[src/rtl/seq_addsub.sv]
// Multi-cycle add/subtract: WIDTH-bit operands pass SLICE bits per clock through one
// shared ripple slice, with valid/ready handshakes on both the operand and result sides.
module seq_addsub #(
  parameter int WIDTH = 8,
  parameter int SLICE = 2
) (
  input  logic             clk,
  input  logic             rst_n,
  input  logic             in_valid,
  output logic             in_ready,
  input  logic [WIDTH-1:0] a,
  input  logic [WIDTH-1:0] b,
  input  logic             mode,
  input  logic             c_in,
  output logic             out_valid,
  input  logic             out_ready,
  output logic [WIDTH-1:0] s,
  output logic             c_out,
  output logic             ovf
);

  localparam int N     = WIDTH / SLICE;
  localparam int CNT_W = (N > 1) ? $clog2(N) : 1;
  localparam logic [CNT_W-1:0] LAST = CNT_W'(N - 1);

  generate
    if (WIDTH < 2 || SLICE < 1 || SLICE > WIDTH || (WIDTH % SLICE) != 0) begin : g_bad_params
      $error("seq_addsub: WIDTH must be >= 2 and an integer multiple of SLICE");
    end
  endgenerate

  typedef enum logic [1:0] {IDLE, RUN, DONE} state_t;

  state_t             state_q, state_d;
  logic [CNT_W-1:0]   cnt_q, cnt_d;
  logic               carry_q, carry_d;
  logic [WIDTH-1:0]   a_q, a_d;
  logic [WIDTH-1:0]   b_q, b_d;
  logic [WIDTH-1:0]   s_q, s_d;
  logic               c_out_q, c_out_d;
  logic               ovf_q, ovf_d;

  logic [SLICE-1:0]   a_sl, b_sl, sum_sl;
  logic [SLICE:0]     rc;

  // b_q already holds B' (inverted for subtract), so the slice is always a plain adder.
  assign a_sl  = a_q[cnt_q*SLICE +: SLICE];
  assign b_sl  = b_q[cnt_q*SLICE +: SLICE];
  assign rc[0] = carry_q;

  genvar gi;
  generate
    for (gi = 0; gi < SLICE; gi++) begin : g_ripple
      assign sum_sl[gi] = a_sl[gi] ^ b_sl[gi] ^ rc[gi];
      assign rc[gi+1]   = (a_sl[gi] & b_sl[gi]) | (a_sl[gi] & rc[gi]) | (b_sl[gi] & rc[gi]);
    end
  endgenerate

  always_comb begin
    state_d = state_q;
    cnt_d   = cnt_q;
    carry_d = carry_q;
    a_d     = a_q;
    b_d     = b_q;
    s_d     = s_q;
    c_out_d = c_out_q;
    ovf_d   = ovf_q;
    case (state_q)
      IDLE: begin
        if (in_valid) begin
          a_d     = a;
          b_d     = mode ? ~b : b;
          carry_d = mode ? ~c_in : c_in;
          cnt_d   = '0;
          state_d = RUN;
        end
      end
      RUN: begin
        s_d[cnt_q*SLICE +: SLICE] = sum_sl;
        carry_d = rc[SLICE];
        cnt_d   = cnt_q + 1'b1;
        if (cnt_q == LAST) begin
          // On the top slice rc[SLICE-1] is the carry into bit WIDTH-1.
          c_out_d = rc[SLICE];
          ovf_d   = rc[SLICE] ^ rc[SLICE-1];
          cnt_d   = '0;
          state_d = DONE;
        end
      end
      DONE: begin
        if (out_ready) begin
          state_d = IDLE;
        end
      end
      default: state_d = IDLE;
    endcase
  end

  always_ff @(posedge clk or negedge rst_n) begin
    if (!rst_n) begin
      state_q <= IDLE;
      cnt_q   <= '0;
      carry_q <= 1'b0;
      a_q     <= '0;
      b_q     <= '0;
      s_q     <= '0;
      c_out_q <= 1'b0;
      ovf_q   <= 1'b0;
    end else begin
      state_q <= state_d;
      cnt_q   <= cnt_d;
      carry_q <= carry_d;
      a_q     <= a_d;
      b_q     <= b_d;
      s_q     <= s_d;
      c_out_q <= c_out_d;
      ovf_q   <= ovf_d;
    end
  end

  assign in_ready  = (state_q == IDLE);
  assign out_valid = (state_q == DONE);
  assign s         = s_q;
  assign c_out     = c_out_q;
  assign ovf       = ovf_q;

endmodule

[config.mk]
export PLATFORM = sky130hd
export DESIGN_NAME = seq_addsub
export DESIGN_NICKNAME = d
export VERILOG_FILES = /design/src/rtl/seq_addsub.sv
export SDC_FILE = /design/constraint.sdc
export NUM_CORES = 1
export LEC_CHECK = 0
export CAP_MARGIN = 15
export CORE_MARGIN = 1.5
export CORE_UTILIZATION = 51
export DETAILED_ROUTE_END_ITERATION = 10
export GPL_ROUTABILITY_DRIVEN = 0
export PLACE_DENSITY = 0.79
export SLEW_MARGIN = 20
export SYNTH_ARGS = -nofsm -noshare
export SYNTH_HDL_FRONTEND = slang
export SYNTH_SLANG_ARGS = --single-unit
[constraint.sdc]
create_clock -name clk -period 3.25 [get_ports clk]
set_clock_uncertainty 0.2 [all_clocks]
set_input_delay 0.325 -clock clk [delete_from_list [all_inputs] [get_ports clk]]
set_output_delay 0.325 -clock clk [all_outputs]
set_load 0.03 [all_outputs]
Word-level counts from Yosys, hierarchy flattened
Cells that the tools add are included.
{ "classes": {"add_sub_neg": 2, "n_mul": 0, "n_div": 0, "order_cmp": 0, "eq_ne": 6, "shifts": 4, "n_mux": 12, "bitwise": 17, "reduce_logical": 6} }
{ "ops": {"columns": ["cell", "n"], "rows": [
  ["negation 3 -> 34 bit", 1],
  ["variable shift 2 x 34 -> 8 bit (first input constant)", 1],
  ["variable part select 2 x 34 -> 8 bit", 1],
  ["variable part select 8 x 4 -> 2 bit", 2],
  ["2-to-1 mux 2 bit", 5],
  ["bitwise mux 8 bit", 1],
  ["2-to-1 mux 8 bit", 1],
  ["NOT 8 bit", 1],
  ["bitwise AND 1 bit", 6],
  ["one-hot mux 2 bit (3 select lines)", 1],
  ["AND reduction 2 bit", 3],
  ["bitwise XOR 1 bit", 5],
  ["== test 2 bit (second input constant)", 2],
  ["!= test 2 bit (second input constant)", 2],
  ["OR 1 bit", 4],
  ["one-hot mux 2 bit (2 select lines)", 1],
  ["AND reduction 3 bit", 1],
  ["adder 2 x 1 -> 2 bit (second input constant)", 1],
  ["== test 2 x 1 -> 1 bit (second input constant)", 1],
  ["zero test 2 bit", 1],
  ["2-to-1 mux 1 bit", 2],
  ["!= test 2 x 1 -> 1 bit (second input constant)", 1],
  ["one-hot mux 1 bit (2 select lines)", 1],
  ["nonzero test 2 bit", 1],
  ["NOT 1 bit", 1]
]} }
{ "word_totals": {"ff_bits": 31, "latchBits": 0, "mem_bits_rw": 0, "rom_bits": 0, "out_inout_bits": 12, "word_cells": 55, "mem_count": 0} }

Logic depth before layout (Yosys ltp)
{ "logic_depth": {"word_depth": 8, "depth_mapped": 6, "ltp_nobuf": 5} }

Least setup slack after synthesis
No wires, ideal clock.
{ "synth_path": {"kind": "reg2reg", "from": "reg cnt_q[0]", "to": "reg s_q[3], in the netlist s[3]", "setup_ns": 0.125, "arrival_time_ns": 2.431, "t_required_ns": 2.925, "slack_ns": 0.494, "path_stages_with_launch": 7, "n_path_buf": 1, "period_less_slack_ns": 2.756, "path_cell_list": "dfrtp_1 > buf_2 > mux4_2 > fa_1 > fa_1 > and4b_1 > mux2_2"} }
{ "synth_between": {"elab_chain_len": 7, "elab_cells_between_ends": 15, "classes_between": "1 x add/sub; 4 x shift; 1 x mux; 9 x bitwise"} }
{ "synth_rtl": {"columns": ["item", "line", "source"], "rows": [
  ["from (decl)", "35", "logic [CNT_W-1:0] cnt_q, cnt_d;"],
  ["from (signal assigned)", "111", "cnt_q <= cnt_d;"],
  ["variable part select 8 x 4 -> 2 bit, on equally long branches", "47, 48", null],
  ["bitwise AND 1 bit", "55", "assign rc[gi+1] = (a_sl[gi] & b_sl[gi]) | (a_sl[gi] & rc[gi]) | (b_sl[gi] & rc[gi]);"],
  ["OR 1 bit (2 in series)", "55", null],
  ["bitwise XOR 1 bit", "54", "assign sum_sl[gi] = a_sl[gi] ^ b_sl[gi] ^ rc[gi];"],
  ["variable part select 2 x 34 -> 8 bit", "79", "s_d[cnt_q*SLICE +: SLICE] = sum_sl;"],
  ["bitwise mux 8 bit *", "79", null],
  ["to (signal assigned)", "106", "s_q <= '0;"],
  ["to (signal assigned)", "115", "s_q <= s_d;"],
  ["to (decl)", "39", "logic [WIDTH-1:0] s_q, s_d;"]
]} }
Mark *: on every way between the ends. The rest lies on a longest branch, timed or not.
A chain may end at the register's enable or synchronous reset.

Worst setup path after layout
{ "layout_path": {"from": "reg cnt_q[0]", "to": "reg s_q[1], in the netlist s[1]"} }
Same word-level chain as after synthesis.

==> flow_summary.ini <==
[placed_design]
numPortBuffers = 33
place_hpwl_um = 2100
dp_cells = 189

[setup_path]
worstPathCellList = mux4_2, fa_1, fa_1, nor4bb_1, mux2_2
worstPathRequired_ns = 3.33
crit_type = reg2reg
slowest_delay_ns = 0.54
worstPathArrival_ns = 2.80
reg2reg_slack_ns = 0.54
ff2ff_path_depth = 5
critPathBufInv = 0
critPathMaxFanout = 4
crit_family = adder cells
crit_top_cell = fa_1
cp-start-kind = flop
reg2reg_from = cnt_q[0]$_DFFE_PN0P_
timing.rr.end = s[1]$_DFFE_PN0P_
critical_path.endpoint_type = flop
cp_slowest_cell = fa_1

[global_route]
antenna_found_initial = 0
grt_max_degree = 32
grt_pass1_vias = 1033
grt_pass1_wl_um = 4940
gr-usage-all-layers = 0.195
grt_remaining_overflow = 0

[clock_network]
cts_inserted_buffers = 5
post_cts_buffers = 0
clkSinkCount = 31
cts_resized = 0
cts_tree = built
insertion_delay_ns = 0.34
clockRootBuffer = clkbuf_4
htreeDepth = 2
cts_buffer_depth = 2
path_clk_slew_ns = 0.10
cts_hold_buf = 0

[yosys]
ys_seq_area_frac = 0.466
synth_fp_nets = 146
netlist_area_um2 = 1660
synth_cell_type_count = 25
synthCells = 116
avgSynthCellArea_um2 = 14.3
ys_warn_count = 0
synth_seq_cells = 31

[detailed_routing]
detail_route.wl_per_cell_um = 14.6
wirelength_um = 2850
drtAntennaViolNets = 0
drcViolationCount = 0
dr_total_vias = 1014
drt-pass1-iter-count = 3
via_per_inst = 5.17
drt_iter0_markers = 13

[timing]
fmax_mhz = 369
slew_headroom = 0.677
timing.hold.ws_ns = 0.173
finalSetupViolCount = 0
worst-slew-pin-transition_ns = 0.483
fin_tns_setup_ns = 0
period_needed_ns = 2.71
period_share = 0.835
slew_violations = 0
rsz0062_at_grt = false
hold_viol_final = 0

[final_layout]
drive_gt1_frac = 0.283
antennaDiodeCount = 0
fin_cells = 196
nets = 182
utilization = 0.671
area_delta_synth_final_pct = 24.1

[floorplanning]
start_util = 0.541
pin_count = 34
rows = 20
core_um2 = 3080
fp.dieH_um = 60.1
dieArea_um2 = 3610
die_x_um = 60.1

[run]
maxCapViolCount = 0

[pwr]
ir_worst_vdd_uv = 431
power.total_w = 0.00210
power_density_nw_per_um2 = 1020
p_leak_nw = 0.915

[status]
status = completed

[worst_hold_path]
min_path_type = in2async
==> worst register-to-register path, delay by kind of cell (launching register included) <==
| family | cells | cell delay (ns) |
|---|---|---|
| adder cells (fa/ha/maj) | 2 | 1.00 |
| multiplexers | 2 | 0.75 |
| AND/OR/NAND/NOR | 1 | 0.29 |
| flip-flops | 1 | 0.42 |
==> layout make-up <==
type	count	area (um2)
tap	44	55.1
timing repair buffer	36	353
clock buffer	6	51.3
sequential	31	776
multi-input combinational	74	810
fill	233	1010
inverter	4	15.0
clock inverter	1	5.00
==> worst max path at each step <==
stage | from | end | slack [ns] | depth (start not counted)
after floorplan | cnt_q[0]$_DFFE_PN0P_ | s[3]$_DFFE_PN0P_ | 0.49 | 6
after global placement | cnt_q[0]$_DFFE_PN0P_ | s[3]$_DFFE_PN0P_ | 0.63 | 5
after detailed placement | cnt_q[0]$_DFFE_PN0P_ | s[7]$_DFFE_PN0P_ | 0.56 | 5
after CTS | cnt_q[0]$_DFFE_PN0P_ | s[7]$_DFFE_PN0P_ | 0.54 | 5
after global routing | cnt_q[0]$_DFFE_PN0P_ | s[7]$_DFFE_PN0P_ | 0.41 | 5
final | cnt_q[0]$_DFFE_PN0P_ | s[1]$_DFFE_PN0P_ | 0.54 | 5
==> where the power goes <==
part / switching [W] / leakage, nW / total [W] / internal, W
logic: 0.000516 / 0.496 / 0.00117 / 0.000650
registers: 0.000135 / 0.384 / 0.000704 / 0.000569
clock network: 0.000130 / 0.0341 / 0.000230 / 0.000100
total: 0.000781 / 0.915 / 0.00210 / 0.00132
==> placed cells by master (no fill, tap or decap) <==
| master | netlist | layout |
|---|---|---|
| and4b_1 | 2 | 2 |
| clkbuf_8 | 0 | 1 |
| nor2_1 | 1 | 1 |
| nor4bb_1 | 6 | 6 |
| mux2_2 | 26 | 26 |
| o21bai_1 | 1 | 1 |
| nand2b_1 | 1 | 1 |
| a221o_1 | 1 | 1 |
| ha_1 | 6 | 6 |
| a21o_1 | 2 | 2 |
| mux4_2 | 4 | 4 |
| dfrtp_1 | 31 | 31 |
| and3b_1 | 3 | 3 |
| nand3b_1 | 2 | 2 |
| inv_1 | 4 | 4 |
| nor2b_1 | 1 | 1 |
| clkbuf_4 | 0 | 5 |
| o31ai_1 | 1 | 1 |
| o21ai_0 | 1 | 1 |
| nor3b_2 | 1 | 1 |
| buf_4 | 0 | 3 |
| and3b_2 | 2 | 2 |
| xor2_1 | 10 | 10 |
| clkinv_2 | 0 | 1 |
| fa_1 | 2 | 2 |
| clkdlybuf4s50_1 | 0 | 33 |
| nor4b_1 | 1 | 1 |
==> flip-flops by register name, summed over array words and instances (netlist names) <==
signal and flops:
cnt_q 2, s 8, a_q 8, b_q 8, carry_q 1, state_q 2
c_out 1, ovf 1
==> cells by family after synthesis <==
| family | Yosys count | synth area share |
|---|---|---|
| fa+ha+maj | 8 | 0.0692 |
| flops | 31 | 0.466 |
| simple gates | 20 | 0.108 |
| compound gates | 6 | 0.0271 |
| xor+xnor | 10 | 0.0526 |
| mux | 30 | 0.230 |
| buf+inv | 11 | 0.0474 |
==> synthesized netlist by cell type (all sizes together) <==
library cell	number	area (um2)
buf	7	63.8
o21ai	1	5.00
a21o	2	15.0
nor4b	1	8.76
nand3b	2	15.0
and4b	2	20.0
xor2	10	87.6
nor3b	1	12.5
nor2	1	3.75
o31ai	1	7.51
mux2	26	293
and3b	5	46.3
dfrtp	31	776
ha	6	75.1
nand2b	1	6.26
a221o	1	10.0
o21bai	1	7.51
nor2b	1	6.26
fa	2	40.0
inv	4	15.0
mux4	4	90.1
nor4bb	6	60.1
==> layer usage <==
layer  part of all wire  track usage  routed length, um  up-vias
met5                  0            0                  0        -
met2               0.53        0.318               1510       23
met4              0.018       0.0857                 51        0
li1                   -            -                  -      487
met3              0.039       0.0649                110        5
met1               0.42        0.233               1190      499
==> stage by stage <==
step / cell area, um2 / setup slack [ns]
after global routing: 2060 / 0.406
after global placement: 2010 / 0.626
after detailed placement: 2010 / 0.563
final: 2060 / 0.536
after CTS: 2060 / 0.542
after floorplan: 1660 / 0.494
Power figures use the tool's default switching activity.
